==> config.mk <==
export PLATFORM = sky130hd
export DESIGN_NAME = pc_fetch_ctrl
export DESIGN_NICKNAME = d
export VERILOG_FILES = /design/src/rtl/pc_fetch_ctrl.sv
export SDC_FILE = /design/constraint.sdc
export NUM_CORES = 1
export LEC_CHECK = 0
export ABC_AREA = 0
export BUFFER_PORTS_ARGS = -buffer_cell sky130_fd_sc_hd__buf_4
export CAP_MARGIN = 20
export CELL_PAD_IN_SITES_DETAIL_PLACEMENT = 1
export CELL_PAD_IN_SITES_GLOBAL_PLACEMENT = 2
export CORE_MARGIN = 10
export CORE_UTILIZATION = 27
export CTS_CLUSTER_DIAMETER = 150
export DETAILED_ROUTE_END_ITERATION = 10
export MAX_ROUTING_LAYER = met4
export PLACE_DENSITY_LB_ADDON = 0.1
export SKIP_CTS_REPAIR_TIMING = 1
export SYNTH_ARGS = -nofsm -noshare
export SYNTH_HDL_FRONTEND = slang
export SYNTH_SLANG_ARGS = --single-unit
==> constraint.sdc <==
create_clock -name clk -period 3.25 [get_ports clk]
set_input_delay 0.4875 -clock clk [delete_from_list [all_inputs] [get_ports clk]]
set_output_delay 0.4875 -clock clk [all_outputs]
set_load 0.05 [all_outputs]
==> src/rtl/pc_fetch_ctrl.sv <==
// pc_fetch_ctrl: fetch-stage PC select with flush, recover, halt and redirect counting
module pc_fetch_ctrl #(
    parameter int              XLEN     = 32,
    parameter logic [XLEN-1:0] RESET_PC = '0,
    parameter int              CNT_W    = 16
) (
    input  logic             clk,
    input  logic             rst,
    input  logic             stall,
    input  logic             branch_taken,
    input  logic             jump,
    input  logic [XLEN-1:0]  target,
    input  logic             halt,
    output logic [XLEN-1:0]  pc,
    output logic [XLEN-1:0]  pc_plus4,
    output logic             fetch_valid,
    output logic             flush_ifid,
    output logic             flush_idex,
    output logic             halted,
    output logic             misalign_err,
    output logic [CNT_W-1:0] redirect_count
);
    typedef enum logic [1:0] {RUN, RECOVER, HALTED} state_t;

    state_t           state_q, state_d;
    logic [XLEN-1:0]  pc_q, pc_d;
    logic             err_q, err_d;
    logic [CNT_W-1:0] cnt_q, cnt_d;
    logic             flush;
    logic             redirect;
    logic             misalign;

    assign redirect       = branch_taken | jump;
    assign misalign       = redirect & (target[1:0] != 2'b00);
    assign pc             = pc_q;
    assign pc_plus4       = pc_q + XLEN'(4);
    assign flush_ifid     = flush;
    assign flush_idex     = flush;
    assign halted         = state_q == HALTED;
    assign misalign_err   = err_q;
    assign redirect_count = cnt_q;
    assign fetch_valid    = ~rst & (state_q == RUN);

    // next-state selection: halt > misaligned redirect > redirect > stall > sequential
    always_comb begin
        state_d = state_q;
        pc_d    = pc_q;
        err_d   = err_q;
        cnt_d   = cnt_q;
        flush   = 1'b0;
        if (state_q != HALTED) begin
            if (halt || misalign) begin
                state_d = HALTED;
                flush   = 1'b1;
                err_d   = err_q | ~halt;
            end else if (redirect) begin
                state_d = RECOVER;
                pc_d    = target;
                flush   = 1'b1;
                cnt_d   = &cnt_q ? cnt_q : cnt_q + CNT_W'(1);
            end else if (!stall) begin
                state_d = RUN;
                pc_d    = pc_plus4;
            end
        end
        if (rst) flush = 1'b0;
    end

    // state registers with synchronous reset overriding every input
    always_ff @(posedge clk) begin
        if (rst) begin
            state_q <= RUN;
            pc_q    <= RESET_PC;
            err_q   <= 1'b0;
            cnt_q   <= '0;
        end else begin
            state_q <= state_d;
            pc_q    <= pc_d;
            err_q   <= err_d;
            cnt_q   <= cnt_d;
        end
    end
endmodule

# == After elaboration in Yosys (flattened, before gate mapping) ==
# Index checks and enable logic that the tools add are counted.
# W data, S select, Z words.
# word_totals
out_inout_bits,85
register_bits,51
input_bits,38
elab_cells,35
# op_classes
n_eq_ne,4
add_sub_neg,2
reduce_logical,8
muxes,9
bitwise_logic,8
# ops
op,n
$mux W32,2
$add A32 B3 Y32 const B,1
$add A16 B1 Y16 const B,1
$reduce_and A16 Y1,1
$mux W2,3
$mux W1,4
$not A1 Y1,4
$reduce_and A2 Y1,2
$reduce_and A4 Y1,1
$ne A3 B1 Y1 const B,1
$reduce_and A3 Y1,1
$and A1 B1 Y1,2
$eq A2 B2 Y1 const B,1
$logic_not A2 Y1,1
$ne A2 B1 Y1 const B,1
$ne A2 B2 Y1 const B,1
$or A1 B1 Y1,2
$reduce_bool A2 Y1,1
$logic_or A1 B1 Y1,1

# == Logic depth before layout (Yosys ltp) ==
# Gate-level depths: netlist (run 1).
# depth
depth_word,6
depth_mapped,8
ltp_nobuf,6

# == Worst setup path after synthesis (run 1) ==
# OpenSTA, ideal clock, no wires.
# synth_path
kind,flip-flop to output port
from,"register pc_q[10], in the netlist pc[10]"
to,output pc_plus4[30]
t_arrival_ns,3.002
setup_slack_ns,-0.240
stages_incl_launch_ff,7
path_cell_list,dfxtp_1 -> clkbuf_1 -> nand4_1 -> or4_1 -> clkbuf_1 -> nor4_1 -> xor2_1
# synth_via
elab_chain_cells,1
# synth_lines
item,line,rtl
"start, declared",26,"logic [XLEN-1:0] pc_q, pc_d;"
"start signal, assigned",78,pc_q <= pc_d;
$add A32 B3 Y32,36,assign pc_plus4 = pc_q + XLEN'(4);
"end, declared",15,"output logic [XLEN-1:0] pc_plus4,"
# Every way passes these cells.

# == Worst setup path in the final report (run 1) ==
# layout_path
from,"register pc_q[5], in the netlist pc[5]"
to,output pc_plus4[31]
# The elaborated chain is that of the path after synthesis.

==> qor.csv, run 1 <==
metric,value,unit
root_buffer,clkbuf_16,
detail_route.wl_per_cell,19.1,um
crit_fanout,8,
drive_above_1_share,31.7,%
io_pins,123,
slew_viol_final,0,
slew_headroom,45.5,%
cap_violations,0,
h-tree-depth,2,
clock-sinks,51,
hold_violations,0,
ir_drop,0.000190,V
fin_nets,579,
period_share,96.0,%
routed_via_density,5.24,
cts.clk_slew.worst_paths,80,ps
p_sw,0.000494,W
crit_type,reg2out,
clock_latency,300,ps
first_iter_violations,187,
synth_area_leaders,"dfxtp_1, xnor2_1, nand2_1",
critPathLaunchType,flop,
crit_slowest_cell,or4_4,
placed_cell_area,4370,um2
place_worst_setup_slack,370,ps
clockBufferDepth,2,
timing.critical_path.to_type,output pin,
syn_area_per_cell,7.67,um2
initial_core_util,27.4,%
p_clk_share,36.6,%
grt_setup_unrepaired,false,
synth_ff_type,dfxtp_1,
fill_cells,1474,
cp_top_family,simple AND/OR/NAND/NOR gates,
status,finished clean,
power_density,337,nW/um2
synth-edff-count,0,
dieArea,16900,um2
power.total,0.00153,W
port_buffers,122,
cpPeakStageDelay,580,ps
syn_to_final_growth,39.0,%
period_minus_slack,3120,ps
gp_congestion,0.855,
setup_viol,0,
synth_fp_nets,465,
seq_area,1020,um2
p_leak,1.81,nW
gr-total-overflow,0,
hp-class,in2reg,
drtAntennaViolNets,0,
worst_slack,130,ps
rows,40,
max_freq,0.320,GHz
crit_top_cell,or4_4,
design.core.area,11900,um2
drcViolationCount,0,
yosysSeqAreaShare,31.3,%
firstDrtPassIters,4,
grt_start_max_net_pins,53,
fin_area,4530,um2
synth_area,3260,um2
cts_buffers,5,
path_buf_inv,1,
combPwrFrac,20.0,%
fin_skew,3.90,ps
required,2760,ps
p_sw_share,32.3,%
p_int,0.00103,W
vias,3602,
syn-instance-count,425,
grt_first_pass_wirelength,20800,um
tightest_slew,810,ps
synth_top_area_cell,dfxtp_1,
dpl.hpwl,9870,um
antenna_found_initial,0,
n_antenna_cell,0,
synth_top_area_share,31.3,%
ys.warnings.count,0,
multi_input_area,2090,um2
fp.dieH,130,um
wl,13100,um
cts_tree,done,
ys_ff_latch,51,
power_frac_seq,43.4,%
synthArstFlopShare,0,%
grt_pass1_vias,3776,
track_usage,15.8,%
yosysUniqueCellTypes,59,
die_w,130,um
crit_chain,nand4_1 -> or4_4 -> or4_4 -> nor2_1 -> xor2_2 -> buf_4,
crit_arrival,2630,ps
[worst register-to-register path, delay by kind of cell, from the launching register on]
kind                   cells  cell delay, ps
buffers and inverters      1             100
AND/OR/NAND/NOR            4            1870
flip-flops                 1             360
AO/OA/AOI/OAI              1             150
[metrics by stage]
stage	setup TNS, ps	std cells	hold WS (ps)	utilization, %
final	0	687	451	38.0
after global routing	0	687	460	38.0
after CTS	0	687	446	37.9
after detailed placement	0	679	481	36.7
after global placement	0	679	476	36.7
after floorplan	-218	425	465	-
[metal layers]
| layer | GRT usage (%) | wire [um] | vias up |
|---|---|---|---|
| met5 | - | 0 | - |
| met4 | 3.17 | 119 | 0 |
| met3 | 3.08 | 576 | 11 |
| met2 | 26.9 | 6550 | 79 |
| met1 | 18.9 | 5900 | 1749 |
| li1 | - | - | 1763 |
[synthesized netlist by cell type (2+ instances only)]
| cell type | n |
|---|---|
| o31ai_1 | 5 |
| and2_1 | 4 |
| a22oi_1 | 3 |
| a31oi_1 | 11 |
| nand2b_1 | 3 |
| o21ai_0 | 13 |
| and3_1 | 3 |
| mux2i_1 | 5 |
| dfxtp_1 | 51 |
| a221oi_1 | 2 |
| o211ai_1 | 3 |
| or3_2 | 2 |
| ha_1 | 2 |
| inv_1 | 11 |
| a21o_1 | 3 |
| a21boi_0 | 3 |
| and4_1 | 3 |
| nand2_1 | 44 |
| nor2b_1 | 2 |
| a21oi_1 | 20 |
| o41ai_1 | 2 |
| nand4_1 | 13 |
| nand3_1 | 25 |
| and2_0 | 2 |
| a22o_1 | 3 |
| clkbuf_1 | 20 |
| buf_1 | 2 |
| a32o_1 | 5 |
| nor3_1 | 11 |
| nor2_1 | 43 |
| or4_1 | 5 |
| or3_1 | 9 |
| or2_2 | 3 |
| xnor2_1 | 24 |
| buf_4 | 4 |
| nor4_1 | 22 |
| and4_2 | 2 |
| clkbuf_8 | 2 |
| xor2_1 | 14 |
| or4_4 | 2 |
[cell type report]
| cell class | count | share of cell area, % |
|---|---|---|
| clock buffer | 5 | 2.76 |
| clock inverter | 3 | 0.497 |
| inverter | 11 | 0.912 |
| multi-input combinational | 331 | 46.1 |
| sequential | 51 | 22.6 |
| tap | 147 | 4.06 |
| timing repair buffer | 139 | 23.0 |
[kinds of logic (layout without fill, tap and decap cells)]
| group | count (synthesis) | count (layout) | share of synthesized area (%) |
|---|---|---|---|
| AND/OR/NAND/NOR | 201 | 201 | 31.9 |
| buffers and inverters | 43 | 158 | 6.49 |
| multiplexers | 6 | 6 | 1.88 |
| XOR/XNOR | 38 | 38 | 10.2 |
| adder cells (fa/ha/maj) | 2 | 2 | 0.768 |
| flip-flops | 51 | 51 | 31.3 |
| AO/OA/AOI/OAI | 84 | 84 | 17.4 |
[power by group through the flow]
stage | sequential [W] | clock (W) | combinational (W)
2_1_floorplan | 0.000715 | 0 | 0.000151
3_3_place_gp | 0.000676 | 0 | 0.000307
3_5_place_dp | 0.000677 | 0 | 0.000310
4_1_cts | 0.000663 | 0.000584 | 0.000311
5_1_grt | 0.000666 | 0.000610 | 0.000326
6_report | 0.000663 | 0.000559 | 0.000305
[worst paths after layout]
path | end | startpoint | depth (start not counted) | slack [ps]
setup / recovery | pc_plus4[31] | pc[5] | 6 | 130
hold reg to reg | state_q[0] | state_q[0] | 2 | 490
hold / removal | state_q[1] | halt | 3 | 450
setup reg to reg | redirect_count[11] | state_q[0] | 6 | 700
[sequential cells by signal (all words and copies together), names as in the netlist]
name            flops
redirect_count     16
pc                 32
state_q             2
misalign_err        1
[placed cells by master (no fill, tap or decap), types with 4 or more instances in the layout]
master / count
buf_4: 139
dfxtp_1: 49
nand2_1: 44
nor2_1: 43
nand3_1: 25
xnor2_1: 22
nor4_1: 21
a21oi_1: 20
nand4_1: 13
o21ai_0: 13
inv_1: 11
nor3_1: 11
a31oi_1: 11
or3_1: 9
xor2_1: 9
xor2_2: 5
or4_1: 5
a32o_1: 5
o31ai_1: 5
mux2i_1: 5
clkbuf_16: 5
and2_1: 4
Note: power is estimated with default switching activity, not from simulation.
==> inputs of run 2 (changes only) <==
--- a/config.mk
+++ b/config.mk
@@ -11,7 +11,7 @@
 export CELL_PAD_IN_SITES_DETAIL_PLACEMENT = 1
 export CELL_PAD_IN_SITES_GLOBAL_PLACEMENT = 2
 export CORE_MARGIN = 10
-export CORE_UTILIZATION = 27
+export CORE_UTILIZATION = 29
 export CTS_CLUSTER_DIAMETER = 150
 export DETAILED_ROUTE_END_ITERATION = 10
 export MAX_ROUTING_LAYER = met4
==> constraint.sdc (replaced) <==
create_clock -name clk -period 3.7 [get_ports clk]
set_input_delay 0.555 -clock clk [delete_from_list [all_inputs] [get_ports clk]]
set_output_delay 0.555 -clock clk [all_outputs]
set_load 0.05 [all_outputs]
==> qor.csv, run 2 (synthesized netlist as in run 1, its figures left out) <==
metric,value,unit,change
status,finished clean,,unchanged
combPwrFrac,19.9,%,was 20.0%
crit_fanout,12,,was 8
setup_tns,0,ps,unchanged
r2r-end,pc[31],,was redirect_count[11]
crit_arrival,2810,ps,was 2630 ps
syn_to_final_growth,34.6,%,was 39.0%
timing.critical_path.to_type,output pin,,unchanged
grt_setup_unrepaired,false,,unchanged
design.core.area,10900,um2,was 11900 um2
clock_latency,290,ps,was 300 ps
placed_cells,662,,was 679
h-tree-depth,2,,unchanged
fin_nets,569,,was 579
wl,12600,um,was 13100 um
clock-sinks,51,,unchanged
track_usage,15.6,%,was 15.8%
clockBufferDepth,2,,unchanged
cap_violations,0,,unchanged
most-common-layout-cells,"buf_4, dfxtp_1, nand2_1, nor2_1, nand3_1",,unchanged
period_share,91.0,%,
die_w,126,um,was 130 um
dpl.hpwl,9450,um,was 9870 um
hold_violations,0,,unchanged
grt_first_pass_wirelength,20200,um,was 20800 um
cts.clk_slew.worst_paths,80,ps,about the same
gr-total-overflow,0,,unchanged
critPathLaunchType,flop,,unchanged
rows,38,,was 40
dieArea,15900,um2,was 16900 um2
port_buffers,122,,unchanged
tightest_slew,817,ps,was 810 ps
p_int,0.000902,W,was 0.00103 W
fin_skew,9.65,ps,was 3.90 ps
largest_reg_flops,32,,unchanged
drcViolationCount,0,,unchanged
cts_tree,done,,unchanged
period_minus_slack,3370,ps,
power_density,302,nW/um2,was 337 nW/um2
cts_buffers,5,,unchanged
fin_cells,670,,was 687
reg2reg_from,pc[15],,was state_q[0]
hold_ws,489,ps,was 451 ps
max_freq,0.297,GHz,
io_pins,123,,unchanged
p_sw_share,31.8,%,was 32.3%
firstDrtPassIters,4,,unchanged
fp.dieH,126,um,was 130 um
critPathCapture,pc_plus4[30],,was pc_plus4[31]
postLayoutCoreUtil,40.1,%,was 38.0%
setup_viol,0,,unchanged
ir_drop,0.000184,V,was 0.000190 V
power_frac_seq,44.0,%,was 43.4%
root_buffer,clkbuf_16,,unchanged
gp_congestion,0.775,,was 0.855
initial_core_util,29.8,%,was 27.4%
crit_type,reg2out,,unchanged
r2r_slack,1100,ps,was 700 ps
antenna_found_initial,0,,unchanged
worstSetupStartpoint,pc[5],,unchanged
routed_via_density,5.30,,was 5.24
drive_above_1_share,28.5,%,was 31.7%
vias,3551,,was 3602
p_leak,1.73,nW,was 1.81 nW
worst-r2r-cell-count,5,,was 6
slew_headroom,45.1,%,was 45.5%
hp-class,reg2reg,,was in2reg
p_sw,0.000420,W,was 0.000494 W
slew_viol_final,0,,unchanged
first_iter_violations,189,,was 187
detail_route.wl_per_cell,18.8,um,was 19.1 um
required,3140,ps,was 2760 ps
mostFrequentLayoutCell,buf_4,,unchanged
p_clk_share,36.2,%,was 36.6%
grt_pass1_vias,3774,,was 3776
drtAntennaViolNets,0,,unchanged
n_antenna_cell,0,,unchanged
grt_start_max_net_pins,53,,unchanged
-- run 2: final cells by class --
class,instances,area (um2)
Tap cell,140,175
Clock inverter,3,23.8
Fill cell,1352,6550
Inverter,11,41.3
Clock buffer,5,125
Sequential cell,51,1020
Timing Repair Buffer,129,968
Multi-Input combinational cell,331,2030
-- run 2: metrics by stage --
| step | setup WS [ps] | total power (W) | cell area [um2] |
|---|---|---|---|
| after floorplan | 143 | 0.000758 | 3260 |
| after global placement | 663 | 0.000857 | 4240 |
| after detailed placement | 643 | 0.000860 | 4240 |
| after CTS | 309 | 0.00134 | 4380 |
| after global routing | 110 | 0.00139 | 4380 |
| final | 331 | 0.00132 | 4380 |
-- run 2: power by group through the flow --
stage | sequential [W] | combinational [W] | clock [W]
after floorplan | 0.000627 | 0.000131 | 0
after global placement | 0.000592 | 0.000265 | 0
after detailed placement | 0.000594 | 0.000266 | 0
after CTS | 0.000581 | 0.000267 | 0.000496
after global routing | 0.000584 | 0.000281 | 0.000522
final | 0.000581 | 0.000263 | 0.000478
-- run 2: worst min-delay path by stage --
| stage | slack [ps] | cells past startpoint | endpoint | from |
|---|---|---|---|---|
| detailed placement | 470 | 2 | misalign_err | misalign_err |
| global route | 530 | 2 | misalign_err | misalign_err |
| floorplan | 470 | 2 | state_q[0] | state_q[0] |
| CTS | 500 | 2 | misalign_err | misalign_err |
| finish | 490 | 2 | misalign_err | misalign_err |
| global placement | 460 | 2 | misalign_err | misalign_err |
-- run 2: critical path, cell delays in order (launching register included) --
cell and delay [ps]:
dfxtp_1 470, nand4_1 270, or4_1 850, nor4_1 530, xor2_1 190, buf_4 220
-- run 2: metal layers --
layer / up-vias / wire (um) / track usage [%]
li1: 1756 / - / -
met1: 1700 / 5720 / 19.0
met2: 91 / 6270 / 26.8
met3: 4 / 575 / 2.89
met4: 0 / 50 / 2.34
met5: - / 0 / -
==> inputs of run 3 (changes only) <==
--- a/config.mk
+++ b/config.mk
@@ -6,6 +6,7 @@
 export NUM_CORES = 1
 export LEC_CHECK = 0
 export ABC_AREA = 0
+export ABC_CLOCK_PERIOD_IN_PS = 3700
 export BUFFER_PORTS_ARGS = -buffer_cell sky130_fd_sc_hd__buf_4
 export CAP_MARGIN = 20
 export CELL_PAD_IN_SITES_DETAIL_PLACEMENT = 1
@@ -16,6 +17,7 @@
 export DETAILED_ROUTE_END_ITERATION = 10
 export MAX_ROUTING_LAYER = met4
 export PLACE_DENSITY_LB_ADDON = 0.1
+export RECOVER_POWER = 50
 export SKIP_CTS_REPAIR_TIMING = 1
 export SYNTH_ARGS = -nofsm -noshare
 export SYNTH_HDL_FRONTEND = slang
==> qor.csv, run 3 (synthesized netlist as in run 1, its figures left out) <==
metric,value,unit,change
root_buffer,clkbuf_16,,unchanged
grt_pass1_vias,3774,,unchanged
clock-sinks,51,,unchanged
route.met2.wl,6300,um,was 6270 um
tightest_slew,2410,ps,was 817 ps
violations,"max-capacitance violations, max-slew violations",,
crit_fanout,12,,unchanged
syn_to_final_growth,27.6,%,was 34.6%
vias,3554,,was 3551
detail_route.wl_per_cell,18.8,um,about the same
min_to,misalign_err,,unchanged
firstDrtPassIters,4,,unchanged
setup_viol,0,,unchanged
mostFrequentLayoutCell,buf_4,,unchanged
crit_slowest_cell,or4_1,,unchanged
required,3140,ps,about the same
wl_met3,520,um,was 575 um
hold_violations,0,,unchanged
drtAntennaViolNets,0,,unchanged
track_usage,15.6,%,unchanged
reg2reg_from,pc[15],,unchanged
io_pins,123,,unchanged
worst-r2r-cell-count,5,,unchanged
hold_start,misalign_err,,unchanged
grt_start_max_net_pins,53,,unchanged
ir_drop,0.000184,V,about the same
die_w,126,um,unchanged
power_density,315,nW/um2,was 302 nW/um2
hold_ws,489,ps,about the same
clock_latency,290,ps,about the same
crit_chain,nand4_1 -> or4_1 -> nor4_1 -> xor2_1 -> buf_4,,unchanged
status,finished with violations,,was finished clean
design.core.area,10900,um2,unchanged
clockBufferDepth,2,,unchanged
hp-class,reg2reg,,unchanged
setup_tns,0,ps,unchanged
place_worst_setup_slack,643,ps,unchanged
routed_via_density,5.30,,about the same
timing.critical_path.to_type,output pin,,unchanged
dieArea,15900,um2,unchanged
rows,38,,unchanged
critPathLaunchType,flop,,unchanged
most-common-layout-cells,"buf_4, clkbuf_1, dfxtp_1, nand2_1, nor2_1",,"was buf_4, dfxtp_1, nand2_1, nor2_1, nand3_1"
initial_core_util,29.8,%,unchanged
cpPeakStageDelay,850,ps,about the same
r2r-end,pc[31],,unchanged
worst_slack,339,ps,was 331 ps
drive_above_1_share,17.2,%,was 28.5%
r2r_slack,1090,ps,was 1100 ps
cap_violations,1,,was 0
hold_depth,2,,unchanged
fin_skew,7.98,ps,was 9.65 ps
power.total,0.00131,W,was 0.00132 W
grt_first_pass_wirelength,20200,um,unchanged
period_minus_slack,3360,ps,was 3370 ps
h-tree-depth,2,,unchanged
wl_met1,5710,um,was 5720 um
gr-total-overflow,0,,unchanged
grt_setup_unrepaired,false,,unchanged
cts.clk_slew.worst_paths,80,ps,about the same
fp.dieH,126,um,unchanged
fin_nets,569,,unchanged
antenna_found_initial,0,,unchanged
dpl.hpwl,9450,um,unchanged
crit_type,reg2out,,unchanged
period_share,90.8,%,was 91.0%
cts_tree,done,,unchanged
crit_arrival,2810,ps,about the same
first_iter_violations,203,,was 189
port_buffers,122,,unchanged
n_antenna_cell,0,,unchanged
gp_congestion,0.775,,unchanged
worstSetupStartpoint,pc[5],,unchanged
cts_buffers,5,,unchanged
largest_reg_flops,32,,unchanged
slew_headroom,-60.6,%,was 45.1%
wl,12600,um,about the same
max_freq,0.298,GHz,was 0.297 GHz
drcViolationCount,0,,unchanged
p_leak,1.48,nW,was 1.73 nW
slew_viol_final,53,,was 0
routed.top_layer,met4,,unchanged
run 3: cell types whose count changed in the layout (fill, tap and decap cells not counted), sizes merged:
cell / before / now
buf: 129 / 68
clkbuf: 5 / 66
run 3: cell type report:
cell class	instances	area, um2
multi-input combinational	331	2030
inverter	11	41.3
tap	140	175
clock inverter	3	23.8
timing repair buffer	129	741
sequential	51	1020
fill	1392	6780
clock buffer	5	125
run 3: worst max-delay path: cells and delay by family (launching register included):
kind	cells	cell delay, ps
flops	1	460
buf+inv	1	220
simple gates	3	1640
xor+xnor	1	190
run 3: how the worst max path moves through the flow:
stage	endpoint	slack [ps]	cells after the start
detailed placement	pc_plus4[30]	640	5
global placement	pc_plus4[30]	660	5
finish	pc_plus4[30]	340	5
global route	pc_plus4[28]	110	5
floorplan	pc_plus4[30]	140	6
CTS	pc_plus4[30]	310	5
run 3: per-stage QoR:
stage	util, %	area (um2)	std cells
after global routing	38.0	4160	670
after CTS	40.1	4380	670
after global placement	38.7	4240	662
after floorplan	-	3260	425
final	38.0	4160	670
after detailed placement	38.7	4240	662
run 3: power breakdown:
group          internal (W)  switching, W  total [W]  leakage (nW)
Combinational     0.0000744      0.000175   0.000249          1.00
Clock              0.000254      0.000226   0.000480        0.0664
Sequential         0.000561     0.0000199   0.000581         0.413
Total              0.000889      0.000421    0.00131          1.48
run 3: metal layers:
layer	track usage, %	up-vias
li1	-	1761
met1	19.0	1708
met3	2.89	4
met4	2.34	0
met2	26.8	81
met5	-	-
